`src/rtl/alu_issue_ctrl.sv`:
```
// Issue stage in front of the RV32I ALU: decodes one instruction slot per handshake into
// registered ALU operands, ALU control, immediate and bookkeeping fields.
module alu_issue_ctrl #(
    parameter int XLEN  = 32,
    parameter int CNT_W = 32
) (
    input  logic             clk,
    input  logic             rst,
    input  logic             in_valid,
    output logic             in_ready,
    input  logic [31:0]      instr,
    input  logic [XLEN-1:0]  pc,
    input  logic [XLEN-1:0]  rs1_data,
    input  logic [XLEN-1:0]  rs2_data,
    input  logic             flush,
    output logic             out_valid,
    input  logic             out_ready,
    output logic [6:0]       opcode_reg,
    output logic [3:0]       ALUControl_reg,
    output logic [XLEN-1:0]  SrcA,
    output logic [XLEN-1:0]  SrcB,
    output logic [XLEN-1:0]  imm_reg,
    output logic [XLEN-1:0]  pc_reg,
    output logic [4:0]       rd_reg,
    output logic             illegal,
    output logic [CNT_W-1:0] issue_cnt
);

    localparam logic [6:0] OP_R      = 7'b0110011;
    localparam logic [6:0] OP_IMM    = 7'b0010011;
    localparam logic [6:0] OP_LOAD   = 7'b0000011;
    localparam logic [6:0] OP_JALR   = 7'b1100111;
    localparam logic [6:0] OP_STORE  = 7'b0100011;
    localparam logic [6:0] OP_BRANCH = 7'b1100011;
    localparam logic [6:0] OP_JAL    = 7'b1101111;
    localparam logic [6:0] OP_AUIPC  = 7'b0010111;
    localparam logic [6:0] OP_LUI    = 7'b0110111;

    typedef enum logic {EMPTY = 1'b0, FULL = 1'b1} slot_state_t;
    slot_state_t state;

    logic [6:0]      op;
    logic [2:0]      f3;
    logic [6:0]      f7;
    logic            is_shift;
    logic [31:0]     imm_i, imm_s, imm_b, imm_u, imm_j;
    logic            legal;
    logic [3:0]      ctrl_n;
    logic [XLEN-1:0] a_n, b_n, imm_n;
    logic            accept;

    assign op       = instr[6:0];
    assign f3       = instr[14:12];
    assign f7       = instr[31:25];
    assign is_shift = (f3 == 3'b001) || (f3 == 3'b101);

    assign imm_i = {{20{instr[31]}}, instr[31:20]};
    assign imm_s = {{20{instr[31]}}, instr[31:25], instr[11:7]};
    assign imm_b = {{19{instr[31]}}, instr[31], instr[7], instr[30:25], instr[11:8], 1'b0};
    assign imm_u = {instr[31:12], 12'b0};
    assign imm_j = {{11{instr[31]}}, instr[31], instr[19:12], instr[20], instr[30:21], 1'b0};

    // Valid/ready: a slot moves on any cycle where valid and ready are both high; the
    // producer holds its payload stable until that happens.
    assign out_valid = (state == FULL);
    assign in_ready  = ~out_valid | out_ready;
    assign accept    = in_valid & in_ready;

    always_comb begin
        legal  = 1'b1;
        ctrl_n = 4'b0000;
        a_n    = rs1_data;
        b_n    = imm_i;
        imm_n  = imm_i;
        case (op)
            OP_R: begin
                b_n    = is_shift ? {27'b0, rs2_data[4:0]} : rs2_data;
                imm_n  = '0;
                ctrl_n = {instr[30] & ((f3 == 3'b000) | (f3 == 3'b101)), f3};
                legal  = (f7 == 7'b0000000) ||
                         ((f7 == 7'b0100000) && ((f3 == 3'b000) || (f3 == 3'b101)));
            end
            OP_IMM: begin
                if (is_shift) b_n = {27'b0, instr[24:20]};
                ctrl_n = {instr[30] & (f3 == 3'b101), f3};
                if (f3 == 3'b001) legal = (f7 == 7'b0000000);
                else if (f3 == 3'b101) legal = (f7 == 7'b0000000) || (f7 == 7'b0100000);
            end
            OP_LOAD, OP_JALR: ;
            OP_STORE: begin
                b_n   = imm_s;
                imm_n = imm_s;
            end
            OP_BRANCH: begin
                b_n    = rs2_data;
                imm_n  = imm_b;
                ctrl_n = {1'b1, f3};
                legal  = (f3 != 3'b010) && (f3 != 3'b011);
            end
            OP_JAL: begin
                a_n   = pc;
                b_n   = imm_j;
                imm_n = imm_j;
            end
            OP_AUIPC: begin
                a_n   = pc;
                b_n   = imm_u;
                imm_n = imm_u;
            end
            OP_LUI: begin
                a_n   = '0;
                b_n   = imm_u;
                imm_n = imm_u;
            end
            default: legal = 1'b0;
        endcase
    end

    // Flush clears the slot and any pending illegal pulse but leaves the payload untouched.
    always_ff @(posedge clk) begin
        if (rst) begin
            state          <= EMPTY;
            illegal        <= 1'b0;
            issue_cnt      <= '0;
            opcode_reg     <= '0;
            ALUControl_reg <= '0;
            SrcA           <= '0;
            SrcB           <= '0;
            imm_reg        <= '0;
            pc_reg         <= '0;
            rd_reg         <= '0;
        end else begin
            if (out_valid && out_ready) issue_cnt <= issue_cnt + CNT_W'(1);
            if (flush) begin
                state   <= EMPTY;
                illegal <= 1'b0;
            end else begin
                illegal <= accept & ~legal;
                if (accept && legal) begin
                    state          <= FULL;
                    opcode_reg     <= op;
                    ALUControl_reg <= ctrl_n;
                    SrcA           <= a_n;
                    SrcB           <= b_n;
                    imm_reg        <= imm_n;
                    pc_reg         <= pc;
                    rd_reg         <= instr[11:7];
                end else if (out_ready) begin
                    state <= EMPTY;
                end
            end
        end
    end

endmodule

```
`config.mk`:
```
export PLATFORM = sky130hd
export DESIGN_NAME = alu_issue_ctrl
export DESIGN_NICKNAME = d
export VERILOG_FILES = /design/src/rtl/alu_issue_ctrl.sv
export SDC_FILE = /design/constraint.sdc
export NUM_CORES = 1
export LEC_CHECK = 0
export BUFFER_PORTS_ARGS = -buffer_cell sky130_fd_sc_hd__buf_2
export CAP_MARGIN = 20
export CELL_PAD_IN_SITES_DETAIL_PLACEMENT = 1
export CELL_PAD_IN_SITES_GLOBAL_PLACEMENT = 2
export CORE_UTILIZATION = 26
export CTS_CLUSTER_SIZE = 28
export DETAILED_ROUTE_END_ITERATION = 10
export GPL_ROUTABILITY_DRIVEN = 0
export PLACE_DENSITY_LB_ADDON = 0.1
export SYNTH_ARGS = -nofsm -noshare
export SYNTH_HDL_FRONTEND = slang
export SYNTH_SLANG_ARGS = --single-unit
```
`constraint.sdc`:
```
create_clock -name clk -period 2 [get_ports clk]
set_clock_uncertainty 0.05 [all_clocks]
set_input_delay 0.2 -clock clk [delete_from_list [all_inputs] [get_ports clk]]
set_output_delay 0.2 -clock clk [all_outputs]
set_load 0.03 [all_outputs]
```
==> summary.md, run 1 <==
| Metric | Value |
|---|---|
| Worst-Skew Late Latency | 0.45 ns |
| WL/cell | 19.5 um |
| Fin. Hold Viols | 0 |
| Register bit total from synthesis | 178 |
| Final setup violation count | 0 |
| Hold WS | 0.0518 ns |
| Arr. time, crit path | 2.20 ns |
| I/O pin cnt | 312 |
| Initial DRC Count | 343 |
| Worst Path Max Fanout | 5 |
| Max Cap Viol | 0 |
| Port bufs | 311 |
| Initial Util | 26.6% |
| Slew @ Worst Pin | 0.662 ns |
| Core area | 32,600 um2 |
| Yosys synthesis warning count | 0 |
| Top-area cell type share of the netlist area | 41.1% |
| DRT antenna net count | 0 |
| Max VDD drop | 0.584 mV |
| Commonest non-fill, non-tap cell in the layout | buf_2 |
| Lkg Pwr | 6.14 nW |
| Pre-antenna DRT Iters | 7 |
| Library cells used by synthesis | 68 |
| Worst rel slew slack | 55.5% |
| Power density over the cells | 656 nW/um2 |
| Most used DFF post-synth | dfxtp_1 |
| WHS Path Cells | 3 |
| Synth Area per Inst | 8.90 um2 |
| DRT Wirelength | 35,700 um |
| Most frequent cells in the layout | 311 x buf_2, 170 x dfxtp_1, 150 x nand2_1 |
| Syn Std Cell Area | 8660 um2 |
| Fill cell count | 3,870 |
| Share of layout cells above drive strength 1 | 36.5% |
| Vias in the first global route | 9,303 |
| Total CTS buffers | 17 |
| Unrepaired setup endpoints after global routing | yes |
| TritonCTS clock tree | yes |
| Multi-input logic area | 4690 um2 |
| Max clock buf depth | 2 |
| R2R cell count | 5 |
| Worst min-delay path class | primary input to register |
| Post-synthesis async set-or-reset flop share | 0% |
| Final worst path period need | 1.91 ns |
| Post-synth EDFFs | 0 |
| Die Y | 185 um |
| Design Area, Final | 12,800 um2 |
| Area leader, netlist | dfxtp_1 |
| FMAX | 523 MHz |
| Die width | 185 um |
| Initial antenna violation count | 8 |
| Synth area leaders | dfxtp_1 41%, mux2i_1 7.6%, nand2_1 6.5% |
| Final Slew Violations | 0 |
| H-tree levels | 4 |
| Residual DRC count | 0 |
| Outcome | finished clean |
| Clk slew on worst S/H paths | 0.07 ns |
| Reg area | 3580 um2 |
| Largest net degree at the start of global routing | 64 |
| Grt total ovfl | 0 |
| Period utilization | 95.6% |
| CTS root buffer | clkbuf_16 |
| Kind of critical path | register to register |
| Fin util | 39.3% |
| Register area share after synthesis | 41.1% |
| Fin nets | 1,507 |
| Vias per cell | 4.98 |
| Area delta synth->final | 48.2% |
| WP data required | 2.29 ns |
| Post-Syn Instances | 973 |
| CP Launch Type | register |
| Dpl ws | -0.264 ns |
| DP Area | 11,700 um2 |
| Syn Nets | 1,107 |
| Tot GR Track Use | 21.1% |
| Critical path endpoint category | register |
| Die ar. | 34,000 um2 |
| Fin worst setup slack | 0.0876 ns |
| Final setup TNS | 0 ns |
| Clk sinks | 178 |
| DP Wirelength | 25,800 um |
| Vias | 9,119 |
| First-pass GRT wire length | 54,500 um |
| Row Count | 66 |
==> kinds of logic after synthesis <==
logic type	Yosys count	share of synthesized area, %
DFF	178	41.1
AOI/OAI and AO/OA	286	26.7
adders and majority gates	1	0.144
buffers and inverters	121	5.81
and+or+nand+nor	291	15.4
xor gates and xnor gates	25	2.53
muxes	71	8.28
==> stage by stage <==
stage | total power, mW | cells
finish | 8.42 | 1831
global route | 8.74 | 1828
CTS | 8.56 | 1828
detailed placement | 4.53 | 1752
global placement | 4.52 | 1752
floorplan | 4.09 | 973
==> critical path, stage by stage (launching register included) <==
cell,delay [ns]
dfxtp_4,0.35
nand4_1,0.15
or4_4,0.60
nor2_1,0.24
nand3_1,0.13
mux2_2,0.28
==> where the power goes <==
part	switching, mW	total [mW]	internal, mW
logic	0.514	0.917	0.402
clock network	1.55	3.91	2.36
registers	0.0190	3.59	3.57
==> cell usage after synthesis, types with 6 or more instances <==
| library cell | n |
|---|---|
| a21oi_1 | 12 |
| a32oi_1 | 33 |
| o211a_1 | 42 |
| nor4_1 | 7 |
| o31ai_1 | 22 |
| o2111ai_1 | 8 |
| o22ai_1 | 9 |
| nand2b_1 | 6 |
| o21ai_0 | 10 |
| a21boi_0 | 35 |
| and2_1 | 10 |
| nor2_1 | 49 |
| buf_2 | 12 |
| xnor2_1 | 20 |
| o211ai_1 | 38 |
| inv_1 | 20 |
| nand3_1 | 15 |
| dfxtp_1 | 178 |
| clkbuf_1 | 76 |
| a211oi_1 | 7 |
| mux2i_1 | 66 |
| nand2_1 | 150 |
| a31oi_1 | 15 |
| a2111oi_0 | 6 |
| nor3_1 | 14 |
| a22oi_1 | 19 |
| or3_1 | 7 |
| nand4_1 | 7 |
==> what timing repair did <==
action,in CTS,in global routing
cloned,0,0
hold buffers,44,0
endpoints found under the setup margin,4,2
setup buffers,0,0
gates resized for setup,1,1
endpoints found under the hold margin,43,0
==> layout make-up <==
type	instances	area share [%]
antenna	3	0.0585
clock buffer	20	3.72
clock inverter	12	1.55
inverter	22	0.682
multi-input combinational	674	36.5
sequential	178	27.9
tap	442	4.31
timing repair buffer	480	25.2
==> layer usage <==
layer | share of wire (%) | vias up | track usage, % | routed length, um
met1 | 43 | 4457 | 25.3 | 15500
met2 | 49 | 227 | 36.4 | 17500
li1 | - | 4393 | - | -
met5 | 0.17 | - | 0 | 61
met4 | 1.2 | 10 | 5.73 | 445
met3 | 6.2 | 32 | 6.05 | 2220
==> worst paths after layout <==
check	start	to	slack, ns
min reg2reg	SrcB[10]	SrcB[10]	0.40
max	issue_cnt[10]	issue_cnt[30]	0.09
max reg2reg	issue_cnt[10]	issue_cnt[30]	0.09
min	instr[3]	opcode_reg[3]	0.05
Note: power is estimated with default switching activity, not from simulation.
==> inputs of run 2 (changes only) <==
--- a/config.mk
+++ b/config.mk
@@ -9,6 +9,7 @@
 export CAP_MARGIN = 20
 export CELL_PAD_IN_SITES_DETAIL_PLACEMENT = 1
 export CELL_PAD_IN_SITES_GLOBAL_PLACEMENT = 2
+export CORE_MARGIN = 2
 export CORE_UTILIZATION = 26
 export CTS_CLUSTER_SIZE = 28
 export DETAILED_ROUTE_END_ITERATION = 10
==> constraint.sdc (replaced) <==
create_clock -name clk -period 1.7 [get_ports clk]
set_clock_uncertainty 0.05 [all_clocks]
set_input_delay 0.17 -clock clk [delete_from_list [all_inputs] [get_ports clk]]
set_output_delay 0.17 -clock clk [all_outputs]
set_load 0.03 [all_outputs]
==> run 2 against run 1 <==
The flow now finishes with violations (negative setup slack); critical path type unchanged; die area rose by 2.2%; core utilization rose by 3.2 points; combinational power rose by 31%; register-to-register slack got worse by 0.26 ns; global-route usage fell by 0.077 points; wire length rose by 5.8%; worst setup slack got worse by 0.26 ns; via count rose by 1.9%; maximum frequency rose by 2.4%; critical path depth did not move.
==> summary.md, run 2 (same netlist as run 1, synthesis figures left out) <==
| Metric | Value |
|---|---|
| Lkg Pwr | 6.60 nW |
| Die width | 187 um |
| Die Y | 187 um |
| Fin. Hold Viols | 0 |
| DP Wirelength | 26,900 um |
| Unrepaired setup endpoints after global routing | yes |
| Clk slew on worst S/H paths | 0.07 ns |
| Total CTS buffers | 17 |
| Max VDD drop | 0.681 mV |
| Vias in the first global route | 9,582 |
| Pre-antenna DRT Iters | 5 |
| DRT Wirelength | 37,800 um |
| Final Slew Violations | 0 |
| Outcome | finished with violations |
| Slew @ Worst Pin | 0.510 ns |
| Worst min-delay path class | primary input to register |
| Placed Cells incl. Taps | 1,765 |
| Largest net degree at the start of global routing | 71 |
| Fin worst setup slack | -0.168 ns |
| First-pass GRT wire length | 57,400 um |
| TritonCTS clock tree | yes |
| Area delta synth->final | 60.8% |
| Grt total ovfl | 0 |
| Clk sinks | 178 |
| Worst Path Max Fanout | 4 |
| Core area | 32,700 um2 |
| WL/cell | 20.2 um |
| Period utilization | 110% |
| Arr. time, crit path | 2.15 ns |
| Worst-Skew Late Latency | 0.44 ns |
| Hold WS | 0.0366 ns |
| CTS root buffer | clkbuf_16 |
| I/O pin cnt | 312 |
| FMAX | 535 MHz |
| Share of layout cells above drive strength 1 | 43.2% |
| Layout Cells excl Fill | 1,871 |
| Critical path endpoint category | register |
| Initial antenna violation count | 2 |
| Max clock buf depth | 2 |
| Failing checks | negative setup slack |
| Most frequent cells in the layout | 302 x buf_2, 165 x dfxtp_1, 149 x nand2_1 |
| DRT antenna net count | 0 |
| Port bufs | 311 |
| CP Launch Type | register |
| Initial DRC Count | 412 |
| Die ar. | 34,800 um2 |
| Row Count | 66 |
| Commonest non-fill, non-tap cell in the layout | buf_2 |
| Kind of critical path | register to register |
| Residual DRC count | 0 |
| Final setup violation count | 59 |
| H-tree levels | 4 |
| Worst rel slew slack | 65.9% |
| Vias | 9,293 |
| Initial Util | 26.5% |
| Final worst path period need | 1.87 ns |
| Fin nets | 1,550 |
| WP data required | 1.99 ns |
| Total Power | 9.61 mW |
| Vias per cell | 4.97 |
| Power density over the cells | 690 nW/um2 |
| Tot GR Track Use | 21.0% |
| Max Cap Viol | 0 |
==> run 2: cell count changes in the layout (fill, tap and decap cells not counted), moves of 9 or more <==
cell / before / now
buf_6: 0 / 18
a22oi_1: 19 / 2
a22oi_2: 0 / 17
buf_12: 24 / 34
buf_4: 101 / 111
buf_2: 311 / 302
nor3_1: 13 / 4
==> run 2: path summary, 6_finish.rpt <==
kind / from / end / slack [ns] / cells after the start
max: issue_cnt[11] / issue_cnt[29] / -0.17 / 5
min: instr[5] / opcode_reg[5] / 0.04 / 3
min reg2reg: SrcB[16] / SrcB[16] / 0.40 / 2
max reg2reg: issue_cnt[11] / issue_cnt[29] / -0.17 / 5
==> run 2: cell type report <==
type	count	area, um2
Antenna cell	2	5.00
Clock buffer	21	470
Clock inverter	9	131
Fill cell	3829	18800
Inverter	22	87.6
Multi-Input combinational cell	674	5180
Sequential cell	178	3590
Tap cell	442	553
Timing Repair Buffer	523	3910
==> run 2: repair_timing <==
action	4_1_cts	5_1_grt
setup buffers	0	21
gates cloned	0	8
hold endpoints to repair	43	2
endpoints found under the setup margin	29	160
hold buffers	45	2
gates resized for setup	22	92
pin swaps	1	31
==> run 2: power by group <==
| part | switching, mW | total (mW) | internal, mW | leakage (nW) |
|---|---|---|---|---|
| combinational | 0.652 | 1.20 | 0.551 | 4.87 |
| sequential | 0.0234 | 4.23 | 4.20 | 1.44 |
| clock | 1.76 | 4.18 | 2.41 | 0.287 |
| total | 2.44 | 9.61 | 7.17 | 6.60 |
==> run 2: metrics by stage <==
| step | setup slack, ns | instance area, um2 | util [%] | setup TNS (ns) |
|---|---|---|---|---|
| finish | -0.168 | 13900 | 42.6 | -2.19 |
| global route | -0.266 | 13900 | 42.6 | -6.01 |
| CTS | -0.217 | 13200 | 40.3 | -1.70 |
| detailed placement | -0.532 | 12000 | 36.7 | -65.82 |
| global placement | -0.499 | 12000 | 36.7 | -59.66 |
| floorplan | -0.336 | 9040 | - | -34.08 |
==> run 2: routing by layer <==
layer,track usage [%],wire (um),vias up
met1,26.9,17300,4508
met5,0,16,-
met2,33.7,17400,262
met3,6.39,2270,41
li1,-,-,4480
met4,6.62,814,2
==> run 2: worst max-delay path: stages (launching register included) <==
cell and delay (ns):
dfxtp_4 0.34, nand4_1 0.13, or4_4 0.59, nor4_4 0.23, nand3_1 0.13, mux2_2 0.29
==> inputs of run 3 (changes only) <==
--- a/config.mk
+++ b/config.mk
@@ -14,7 +14,7 @@
 export CTS_CLUSTER_SIZE = 28
 export DETAILED_ROUTE_END_ITERATION = 10
 export GPL_ROUTABILITY_DRIVEN = 0
-export PLACE_DENSITY_LB_ADDON = 0.1
+export PLACE_DENSITY = 0.79
 export SYNTH_ARGS = -nofsm -noshare
 export SYNTH_HDL_FRONTEND = slang
 export SYNTH_SLANG_ARGS = --single-unit
==> run 3 against run 2 <==
Cell area grew 0.43%; via count grew 3.2%; the run still ends with negative setup slack left; worst setup slack lost 0.059 ns; register-to-register slack lost 0.06 ns; critical path type unchanged; sequential share of layout area shrank 0.11 points; hold slack gained 0.031 ns; combinational power is essentially flat; critical endpoint unchanged; first-iteration DRC count grew 3.4%; global-route usage grew 0.40 points; count of clock-buffer cells in the layout shrank 4; wire length grew 3.6%; power shrank 1.3%.
==> summary.md, run 3 (same netlist as run 1, synthesis figures left out) <==
| Metric | Value |
|---|---|
| H-tree levels | 4 |
| Die width | 187 um |
| Pre-antenna DRT Iters | 4 |
| Commonest non-fill, non-tap cell in the layout | buf_2 |
| Slew @ Worst Pin | 0.476 ns |
| I/O pin cnt | 312 |
| Kind of critical path | register to register |
| P_sw | 2.74 mW |
| Worst rel slew slack | 68.0% |
| Port bufs | 311 |
| Die Y | 187 um |
| Max VDD drop | 0.678 mV |
| DP Area | 11,900 um2 |
| Failing checks | negative setup slack |
| Area delta synth->final | 61.5% |
| Lkg Pwr | 6.66 nW |
| CP Launch Type | register |
| Fin worst setup slack | -0.227 ns |
| Worst min-delay path class | primary input to register |
| Layout Cells excl Fill | 1,891 |
| Period utilization | 113% |
| DP Wirelength | 27,000 um |
| Total CTS buffers | 17 |
| WP data required | 1.98 ns |
| CTS root buffer | clkbuf_16 |
| Most frequent cells in the layout | 306 x buf_2, 167 x dfxtp_1, 149 x nand2_1 |
| Clk sinks | 178 |
| Tot GR Track Use | 21.4% |
| Row Count | 66 |
| Largest net degree at the start of global routing | 91 |
| Final worst path period need | 1.93 ns |
| WL/cell | 20.7 um |
| Dpl ws | -0.579 ns |
| Clk slew on worst S/H paths | 0.08 ns |
| Unrepaired setup endpoints after global routing | yes |
| Final setup violation count | 35 |
| Cell-internal power | 6.75 mW |
| Critical path endpoint category | register |
| Worst-Skew Late Latency | 0.44 ns |
| First-pass GRT wire length | 58,400 um |
| DRT antenna net count | 0 |
| Max clock buf depth | 2 |
| Sequential power share | 44.5% |
| Core area | 32,700 um2 |
| Initial Util | 26.5% |
| Arr. time, crit path | 2.21 ns |
| Share of layout cells above drive strength 1 | 43.3% |
| Placed Cells incl. Taps | 1,768 |
| Grt total ovfl | 0 |
| Max Cap Viol | 0 |
| Vias per cell | 5.07 |
| Fin util | 42.8% |
| Clk pwr share | 42.6% |
| Final Slew Violations | 0 |
| Sw Ratio | 28.9% |
| Initial antenna violation count | 4 |
| Worst Path Max Fanout | 5 |
| Total Power | 9.49 mW |
| DRT Wirelength | 39,100 um |
| Fin. Hold Viols | 0 |
| TritonCTS clock tree | yes |
| Initial DRC Count | 426 |
| Vias in the first global route | 10,100 |
| Design Area, Final | 14,000 um2 |
| Combinational power share | 12.9% |
| Fill cell count | 3,834 |
| Die ar. | 34,800 um2 |
| Residual DRC count | 0 |
| Power density over the cells | 678 nW/um2 |
| Vias | 9,594 |
| Fin nets | 1,568 |
| Outcome | finished with violations |
| FMAX | 519 MHz |
[run 3: cell count changes in the layout (fill, tap and decap cells not counted), moves of 4 or more]
| cell | previous run | this run |
|---|---|---|
| buf_12 | 34 | 30 |
| buf_4 | 111 | 138 |
| buf_16 | 0 | 5 |
| a22oi_2 | 17 | 11 |
| and2_4 | 7 | 2 |
| buf_2 | 302 | 306 |
| nor3_2 | 7 | 3 |
| a22oi_1 | 2 | 8 |
| inv_8 | 0 | 6 |
| clkbuf_16 | 23 | 19 |
| and2_1 | 3 | 8 |
| buf_6 | 18 | 11 |
[run 3: final timing paths]
path / slack [ns] / end / cells after the start / startpoint
worst max register to register: -0.23 / issue_cnt[29] / 5 / issue_cnt[11]
worst min register to register: 0.41 / pc_reg[31] / 2 / pc_reg[31]
worst max-delay path: -0.23 / issue_cnt[29] / 5 / issue_cnt[11]
worst min-delay path: 0.07 / SrcB[0] / 4 / rs2_data[0]
[run 3: metrics by stage]
stage / hold WS (ns) / setup TNS, ns
final: 0.0671 / -2.36
after floorplan: 0.191 / -34.08
after detailed placement: 0.390 / -68.85
after global routing: 0.0614 / -4.67
after CTS: 0.0369 / -1.72
after global placement: 0.378 / -57.05
[run 3: power groups by stage]
stage	Clock, mW	Combinational, mW	Sequential [mW]
after floorplan	0	0.432	4.40
after global routing	4.33	1.30	4.23
final	4.04	1.22	4.22
after CTS	4.16	1.16	4.23
after global placement	0	1.01	4.32
after detailed placement	0	1.02	4.32
[run 3: what timing repair did]
item | CTS | global route
setup endpoints to repair | 74 | 138
resized for setup | 45 | 69
hold buffers | 47 | 0
endpoints found under the hold margin | 47 | 0
setup buffers | 13 | 22
gates cloned | 8 | 3
pin swaps | 9 | 27
[run 3: area by class of cell]
class                      instances  area, um2  area share [%]
multi-input combinational        674       5170            37.0
sequential                       178       3590            25.7
inverter                          22       87.6           0.626
clock buffer                      17        425            3.04
tap                              442        553            3.95
antenna                            2       5.00          0.0358
clock inverter                    15        168            1.20
timing repair buffer             541       3980            28.5
[run 3: per-layer routing]
layer  up-vias  global-route usage (%)  routed length, um
li1       4504                       -                  -
met5         -                       0                 21
met3        49                    7.54               2560
met1      4738                    24.6              16000
met4         4                    6.17                835
met2       299                    37.4              19800
[run 3: worst max-delay path, cell delays in order (launching register included)]
cell and delay (ns):
dfxtp_4 0.35, nand4_1 0.15, or4_4 0.61, nor4_4 0.26
nand3_1 0.13, mux2_2 0.27
